<file path="src/rtl/pipe_ctrl_pkg.sv">
// Shared pipeline-control types and constants for the decode-side scoreboard.
package pipe_ctrl_pkg;

  localparam int unsigned REG_IDX_W = 5;
  localparam int unsigned NUM_REGS  = 32;

  localparam logic [REG_IDX_W-1:0] ZERO_REG = 5'd0;

  typedef enum logic {
    IDLE  = 1'b0,
    FLUSH = 1'b1
  } flush_state_t;

  // One-hot register mask for a register index.
  function automatic logic [NUM_REGS-1:0] reg_onehot(input logic [REG_IDX_W-1:0] idx);
    reg_onehot = NUM_REGS'(1) << idx;
  endfunction

endpackage

</file>
<file path="src/rtl/redirect_fsm.sv">
// Redirect sequencer: squashes the fetch stream for the redirect cycle plus
// REDIRECT_FLUSH further cycles.
module redirect_fsm
  import pipe_ctrl_pkg::*;
#(
  parameter int unsigned REDIRECT_FLUSH = 1
) (
  input  logic clk,
  input  logic rst,
  input  logic ex_redirect,
  output logic squash
);

  localparam logic       FLUSH_EN = (REDIRECT_FLUSH > 0);
  localparam logic [1:0] RELOAD   = (REDIRECT_FLUSH > 0) ? 2'(REDIRECT_FLUSH - 1) : 2'd0;

  flush_state_t state, state_nxt;
  logic [1:0]   flush_cnt, flush_cnt_nxt;

  always_ff @(posedge clk or posedge rst) begin
    if (rst) begin
      state     <= IDLE;
      flush_cnt <= 2'd0;
    end else begin
      state     <= state_nxt;
      flush_cnt <= flush_cnt_nxt;
    end
  end

  always_comb begin
    state_nxt     = state;
    flush_cnt_nxt = flush_cnt;
    squash        = ex_redirect | (state == FLUSH);
    case (state)
      IDLE: begin
        if (ex_redirect && FLUSH_EN) begin
          state_nxt     = FLUSH;
          flush_cnt_nxt = RELOAD;
        end
      end
      FLUSH: begin
        // A fresh redirect restarts the squash window.
        if (ex_redirect) begin
          flush_cnt_nxt = RELOAD;
        end else if (flush_cnt == 2'd0) begin
          state_nxt = IDLE;
        end else begin
          flush_cnt_nxt = flush_cnt - 2'd1;
        end
      end
    endcase
  end

endmodule

</file>
<file path="src/rtl/pipe_scoreboard.sv">
// Register scoreboard and IF/ID interlock for the 5-stage pipeline.
// Define WB_BYPASS_EN when the regfile writes before it is read in the same cycle.
module pipe_scoreboard
  import pipe_ctrl_pkg::*;
#(
  parameter int unsigned REDIRECT_FLUSH = 1,
  parameter int unsigned CNT_W          = 32
) (
  input  logic                 clk,
  input  logic                 rst,
  input  logic                 id_valid,
  input  logic [4:0]           id_rs1_idx,
  input  logic                 id_rs1_used,
  input  logic [4:0]           id_rs2_idx,
  input  logic                 id_rs2_used,
  input  logic                 id_reg_wr,
  input  logic [4:0]           id_rd_idx,
  input  logic                 wb_valid,
  input  logic                 wb_reg_wr,
  input  logic [4:0]           wb_rd_idx,
  input  logic                 ex_redirect,
  output logic                 stall,
  output logic                 id_issue,
  output logic                 id_ex_bubble,
  output logic                 if_id_flush,
  output logic [31:0]          pending_vec,
  output logic [CNT_W-1:0]     stall_cnt
);

  logic                squash;
  logic                hazard;
  logic [NUM_REGS-1:0] wb_clr_mask;
  logic [NUM_REGS-1:0] id_set_mask;
  logic [NUM_REGS-1:0] busy;
  logic [NUM_REGS-1:0] pending_nxt;

  redirect_fsm #(
    .REDIRECT_FLUSH(REDIRECT_FLUSH)
  ) u_redirect_fsm (
    .clk        (clk),
    .rst        (rst),
    .ex_redirect(ex_redirect),
    .squash     (squash)
  );

  assign wb_clr_mask = (wb_valid && wb_reg_wr) ? reg_onehot(wb_rd_idx) : '0;

`ifdef WB_BYPASS_EN
  // A register retiring this cycle is already readable from the regfile.
  assign busy = pending_vec & ~wb_clr_mask;
`else
  assign busy = pending_vec;
`endif

  // RAW on either source, or WAW on the destination.
  always_comb begin
    hazard = 1'b0;
    if (id_valid) begin
      if (id_rs1_used && (id_rs1_idx != ZERO_REG) && busy[id_rs1_idx]) hazard = 1'b1;
      if (id_rs2_used && (id_rs2_idx != ZERO_REG) && busy[id_rs2_idx]) hazard = 1'b1;
      if (id_reg_wr   && (id_rd_idx  != ZERO_REG) && busy[id_rd_idx])  hazard = 1'b1;
    end
  end

  assign if_id_flush  = squash;
  assign stall        = hazard & ~squash;
  assign id_issue     = id_valid & ~hazard & ~squash;
  assign id_ex_bubble = ~id_issue;

  // Set after clear so a newly issued writer owns the register.
  assign id_set_mask = (id_issue && id_reg_wr && (id_rd_idx != ZERO_REG)) ?
                       reg_onehot(id_rd_idx) : '0;
  assign pending_nxt = ((pending_vec & ~wb_clr_mask) | id_set_mask) & ~NUM_REGS'(1);

  always_ff @(posedge clk or posedge rst) begin
    if (rst) begin
      pending_vec <= '0;
    end else begin
      pending_vec <= pending_nxt;
    end
  end

  always_ff @(posedge clk or posedge rst) begin
    if (rst) begin
      stall_cnt <= '0;
    end else if (stall && (stall_cnt != '1)) begin
      stall_cnt <= stall_cnt + CNT_W'(1);
    end
  end

endmodule

</file>
<file path="config.mk">
export PLATFORM = sky130hd
export DESIGN_NAME = pipe_scoreboard
export DESIGN_NICKNAME = d
export VERILOG_FILES = /design/src/rtl/pipe_ctrl_pkg.sv /design/src/rtl/redirect_fsm.sv /design/src/rtl/pipe_scoreboard.sv
export SDC_FILE = /design/constraint.sdc
export NUM_CORES = 1
export LEC_CHECK = 0
export CAP_MARGIN = 15
export CORE_MARGIN = 4
export CORE_UTILIZATION = 40
export DETAILED_ROUTE_END_ITERATION = 6
export GPL_TIMING_DRIVEN = 0
export PLACE_DENSITY_LB_ADDON = 0.2
export SYNTH_ARGS = -nofsm -noshare
export SYNTH_HDL_FRONTEND = slang
export SYNTH_SLANG_ARGS = --single-unit
</file>
<file path="constraint.sdc">
create_clock -name clk -period 2.6 [get_ports clk]
set_clock_uncertainty 0.2 [all_clocks]
set_input_delay 0.39 -clock clk [delete_from_list [all_inputs] [get_ports clk]]
set_output_delay 0.39 -clock clk [all_outputs]
set_load 0.02 [all_outputs]
</file>
Word level (Yosys, flattened, before mapping):

Index checks and enable logic that the tools add are counted.
W data, S select, Z words.

* flip-flop bits (word level): 66
* input port bits: 29
* output and inout bits: 68
* word-level logic and storage cells: 60

* $add $sub $neg: 2
* order comparisons: 3
* eq/ne operators: 3
* shift-type cells: 2
* mux-type cells: 20
* bitwise gates (word level): 11
* reductions and logical operators: 15

Operator list (number)
* $mux W32: 2
* $shl A1 B5 Y32 const A: 2
* $add A32 B1 Y32 const B: 1
* $and A32 B32 Y32: 1
* $ne A32 B32 Y1 const B: 1
* $not A32 Y32: 1
* $or A32 B32 Y32: 1
* $lt A5 B6 Y1 const B: 3
* $bmux W1 S5: 3
* $reduce_bool A5 Y1: 3
* $logic_and A1 B1 Y1: 10
* $mux W1: 10
* $mux W2: 3
* $not A1 Y1: 4
* $pmux W2 S2: 1
* $and A1 B1 Y1: 3
* $ne A3 B3 Y1 const B: 1
* $logic_not A2 Y1: 1
* $ne A2 B2 Y1 const B: 1
* $pmux W1 S2: 1
* $reduce_and A2 Y1: 1
* $sub A2 B1 Y2 const B: 1
* $or A1 B1 Y1: 1

Depth between registers and ports, before layout:

Gate-level depths: netlist of the first run.

* word-level depth: 14
* depth in mapped cells: 11

Modules after synthesis:

Synthesis of the first run repeated with hierarchy kept, for this count alone.

* cell total of the unflattened synthesis: 375
* area total of the unflattened synthesis: 4001.3 um^2

By module, submodules not included
* pipe_scoreboard: times used 1, cells each 360, area each 3838.7 um^2, sequential area each 1576.5 um^2
* redirect_fsm: times used 1, cells each 15, area each 162.7 um^2, sequential area each 75.1 um^2

Worst setup path after synthesis of the first run:

No wires, ideal clock.

* path type: in2reg
* start point: in id_rs1_idx[1]
* end point: reg pending_vec[24]
* data arrival time: 2.674 ns
* setup slack: -0.352 ns
* cell stages on the path: 9
* buffers on the path: 1
* path through: buf_4 > mux4_2 > nor2b_1 > o32ai_1 > o2111a_2 > nor4_4 > inv_2 > or3_4 > o21ai_1

* cells in the longest elaborated chain, start to end: 14
* elaborated cells between the ends (all ways): 16

Ends and longest elaborated chain
* start, declared: RTL line pipe_scoreboard.sv:12 `input logic [4:0] id_rs1_idx,`
* $bmux W1 S5 / $reduce_bool A5 Y1 (equally long branches): RTL line pipe_scoreboard.sv:59 `if (id_rs1_used && (id_rs1_idx != ZERO_REG) && busy[id_rs1_idx]) hazard = 1'b1;`
* $mux W1 (not written as such) / $logic_and A1 B1 Y1 (equally long branches): RTL line pipe_scoreboard.sv:59
* $logic_and A1 B1 Y1 *: RTL line pipe_scoreboard.sv:59
* $mux W1 *: RTL line pipe_scoreboard.sv:59
* $mux W1 *: RTL line pipe_scoreboard.sv:60 `if (id_rs2_used && (id_rs2_idx != ZERO_REG) && busy[id_rs2_idx]) hazard = 1'b1;`
* $mux W1 *: RTL line pipe_scoreboard.sv:61 `if (id_reg_wr && (id_rd_idx != ZERO_REG) && busy[id_rd_idx]) hazard = 1'b1;`
* $mux W1 *: RTL line pipe_scoreboard.sv:58 `if (id_valid) begin`
* $not A1 Y1 *: RTL line pipe_scoreboard.sv:67 `assign id_issue = id_valid & ~hazard & ~squash;`
* $and A1 B1 Y1 * (2 in series): RTL line pipe_scoreboard.sv:67
* net id_issue: RTL line pipe_scoreboard.sv:23 `output logic id_issue,`
* $logic_and A1 B1 Y1 * (2 in series): RTL line pipe_scoreboard.sv:71 `assign id_set_mask = (id_issue && id_reg_wr && (id_rd_idx != ZERO_REG)) ?`
* $mux W32 *: RTL line pipe_scoreboard.sv:71
* $or A32 B32 Y32 *: RTL line pipe_scoreboard.sv:73 `assign pending_nxt = ((pending_vec & ~wb_clr_mask) | id_set_mask) & ~NUM_REGS'(1);`
* net pending_nxt[24]: RTL line pipe_scoreboard.sv:35 `logic [NUM_REGS-1:0] pending_nxt;`
* end signal, assigned: RTL line pipe_scoreboard.sv:79 `pending_vec <= pending_nxt;`
* end, declared: RTL line pipe_scoreboard.sv:26 `output logic [31:0] pending_vec,`

The timed path passes the listed nets; every way through them passes the cells marked *. The select of a mux whose other input is x is not followed.
A chain may end at the register's enable or synchronous reset.

Worst setup path after layout of the first run:

* start point: reg pending_vec[19]
* end point: out id_ex_bubble

* cells in the longest elaborated chain, start to end: 11
* elaborated cells between the ends (all ways): 17

Ends and longest elaborated chain
* $bmux W1 S5: RTL line pipe_scoreboard.sv:59
* $mux W1 (not written as such): RTL line pipe_scoreboard.sv:59
* $logic_and A1 B1 Y1: RTL line pipe_scoreboard.sv:59
* $mux W1: RTL line pipe_scoreboard.sv:59
* $mux W1: RTL line pipe_scoreboard.sv:60
* $mux W1 *: RTL line pipe_scoreboard.sv:61
* $mux W1 *: RTL line pipe_scoreboard.sv:58
* $not A1 Y1 *: RTL line pipe_scoreboard.sv:67
* $and A1 B1 Y1 * (2 in series): RTL line pipe_scoreboard.sv:67
* $not A1 Y1 *: RTL line pipe_scoreboard.sv:68 `assign id_ex_bubble = ~id_issue;`
* end, declared: RTL line pipe_scoreboard.sv:24 `output logic id_ex_bubble,`

Every way passes the cells marked *; elsewhere a longest branch is shown, timed or not. The select of a mux whose other input is x is not followed.

==> flow_summary_export.csv, run 1 <==
group,metric,value,unit
synth,synth.distinct_cells,49,
grt,grt_start_max_net_pins,35,
synth,syn_area_per_cell,10.4,µm²
detailed_routing,wl_met3,881,µm
placed_design,dp.cells,600,
detailed_routing,drtAntennaViolNets,0,
detailed_routing,wl_met1,5.66,mm
setup_path,startpoint_type,"register",
floorplan,dieArea,11500,µm²
floorplan,chipHeight,107,µm
run,drv_cap,0,
synth,syn_area,3940,µm²
detailed_routing,first_pass_iters,5,
clocking,clk_latency,350,ps
setup_path,crit_start,"pending_vec[19]$_DFF_PP0_",
floorplan,ios,97,
cells_and_area,stdcell_count,666,
detailed_routing,drc_errors,0,
timing,drv_slew,0,
synth,syn_inst,380,
run_status,status,"finished, violations left",
synth,synth_top_cells_by_count,"dfrtp_1 (66), o21ai_0 (57), nand2_1 (28), xnor2_1 (28), nand3_1 (26)",
synth,async_flop_share,100,%
synth,synth-seq-cells,66,
grt,grtUsageTotal,21.4,%
setup_path,rr_startpoint,"pending_vec[9]$_DFF_PP0_",
synth,synth_edf_count,0,
clocking,clock_path_buffers,2,
min_path,hp-class,"in -> async",
detailed_routing,viasPerCell,5.68,
clocking,clk_pin_slew,80,ps
grt,overflow,0,
placed_design,port_buffers,90,
clocking,cts_tree,"done",
cells_and_area,area_growth,53.5,%
cells_and_area,antenna-diode-count,0,
setup_path,crit_fanout,4,
floorplan,floorplan.initialDensity,41.9,%
setup_path,crit_type,"reg -> out",
floorplan,row_count,35,
placed_design,pre_cts_ws,-1310,ps
pwr,power,2.83,mW
detailed_routing,drt_iter0_drc,212,
timing,fin_setup_tns,-9270,ps
synth,synthTopCellsByArea,"dfrtp_1 (42%), o21ai_0 (7.2%), mux4_2 (6.9%)",
setup_path,worstPathArrival,2390,ps
grt,grt_pass1_vias,3521,
timing,tightest_slew,733,ps
synth,yosysTopAreaCellShare,41.9,%
placed_design,hpwlAfterDp,8.46,mm
placed_design,placed_area,5100,µm²
timing,hold_viol_final,0,
cells_and_area,final_nets,563,
grt,grt_pass1_wl,19.0,mm
clocking,cts_max_level,3,
pwr,power.density,468,nW/µm²
setup_path,cp_data_required_time,2010,ps
timing,slew_headroom,51.1,%
synth,synth_ff_type,"dfrtp_1",
pwr,ir_worst_vdd,0.312,mV
clocking,cts_buffers,9,
detailed_routing,wl_met2,6.03,mm
timing,rsz0062_at_grt,"true",
synth,ys_seq_area_share,41.9,%
detailed_routing,vias,3785,
synth,yosys_warnings,0,
setup_path,critPathCaptureType,"primary output",
detailed_routing,wl,12.7,mm
pwr,leakage,2.49,nW
cells_and_area,final_core_util,64.3,%
timing,finalWorstSetupSlack,-381,ps
detailed_routing,maxUsedRoutingLayer,"met4",
timing,fmax,335,MHz
synth,post-synth-top-count-cell,"dfrtp_1",
floorplan,die_w,107,µm
timing,finalCritPeriodShare,115,%
timing,whs,291,ps
timing,setup_viol,66,
run_status,violations,"negative setup slack",
floorplan,coreArea,9420,µm²
cells_and_area,final_area,6050,µm²
timing,period_needed,2980,ps
synth,synth_nets,411,
cells_and_area,drive_gt1_share,35.2,%
detailed_routing,wl_per_cell,19.1,µm
clocking,cts_root_buf,"clkbuf_8",
placed_design,gp_congestion,0.851,
clocking,cts_sinks,66,
grt,antenna_found_initial,0,
synth,yosysTopAreaCell,"dfrtp_1",
## state kept, by name (all words and copies together), names as in the netlist
signal,count
pending_vec,31
stall_cnt,32
u_redirect_fsm.flush_cnt,2
u_redirect_fsm.state,1
## cells by family after synthesis
logic type	Yosys count	synth area share, %
simple gates	135	19.5
compound gates	82	13.4
buf+inv	21	3.05
xor+xnor	32	7.11
mux	41	14.3
other cells	1	0.0951
fa+ha+maj	2	0.635
flops	66	41.9
## path summary, 6_finish.rpt
kind                       slack (ps)  cells past startpoint                         to
hold / removal                    290                      2  stall_cnt[21]$_DFFE_PP0P_
min in group clk                  300                      1   stall_cnt[5]$_DFFE_PP0P_
hold reg to reg                   300                      1   stall_cnt[5]$_DFFE_PP0P_
setup reg to reg                 -330                     11   stall_cnt[1]$_DFFE_PP0P_
setup / recovery                 -380                      8               id_ex_bubble
max in group asynchronous        1250                      3  pending_vec[10]$_DFF_PP0_
## area by class of cell
class / instances / area, µm²
clock inverter: 7 / 68.8
timing repair buffer: 142 / 1380
inverter: 7 / 28.8
buffer: 13 / 114
sequential: 66 / 1680
tap: 129 / 161
clock buffer: 9 / 124
fill: 775 / 3360
multi-input combinational: 293 / 2490
## where the power goes
| group | leakage (nW) | internal [mW] | switching (mW) |
|---|---|---|---|
| logic | 1.53 | 0.386 | 0.382 |
| clock network | 0.0954 | 0.441 | 0.421 |
| registers | 0.871 | 1.11 | 0.0963 |
| total | 2.49 | 1.93 | 0.900 |
## per-layer routing
metal  global-route usage [%]  up-vias
li1                         -     1720
met1                     31.4     1904
met2                     31.5      149
met3                     5.28       12
met4                     5.66        0
met5                        0        -
## worst max-delay path, cell delays in order (launching register included)
cell,delay (ps)
dfrtp_2,450
mux4_2,480
nand3b_1,170
o211a_1,150
and4_4,170
nor4_4,290
buf_4,180
inv_4,40
buf_6,120
## cell usage in the layout (no fill, tap or decap), types with 7 or more instances in the layout
| master | synthesis | layout |
|---|---|---|
| mux4_2 | 12 | 12 |
| clkdlybuf4s50_1 | 0 | 82 |
| and3_1 | 8 | 8 |
| o21ai_0 | 57 | 31 |
| nand2_1 | 28 | 20 |
| nand2_2 | 0 | 7 |
| xnor2_1 | 28 | 19 |
| clkbuf_8 | 0 | 10 |
| dfrtp_2 | 0 | 23 |
| nor2_1 | 16 | 15 |
| dfrtp_1 | 66 | 43 |
| mux2i_1 | 25 | 25 |
| nor2b_1 | 12 | 10 |
| o21ai_2 | 0 | 19 |
| o21ai_1 | 7 | 14 |
| buf_4 | 2 | 38 |
| nand3b_1 | 8 | 8 |
| buf_6 | 4 | 19 |
| nand3_1 | 26 | 14 |
| nand4_1 | 13 | 13 |
| xnor2_2 | 0 | 9 |
## timing repair
item                                   CTS  global route
pin swaps                               12            32
buffers inserted                        25            26
resized for setup                       74            72
endpoints found under the hold margin    0             0
cloned                                   1             0
hold buffers                             0             0
setup endpoints to repair               66            66
No activity file was read; power rests on OpenSTA's default activity.
==> run 2: changes to the inputs <==
--- a/config.mk
+++ b/config.mk
@@ -5,7 +5,6 @@
 export SDC_FILE = /design/constraint.sdc
 export NUM_CORES = 1
 export LEC_CHECK = 0
-export CAP_MARGIN = 15
 export CORE_MARGIN = 4
 export CORE_UTILIZATION = 40
 export DETAILED_ROUTE_END_ITERATION = 6
==> results of run 2 <==
No change in the layout: final DEF, timing and power equal those of run 1.
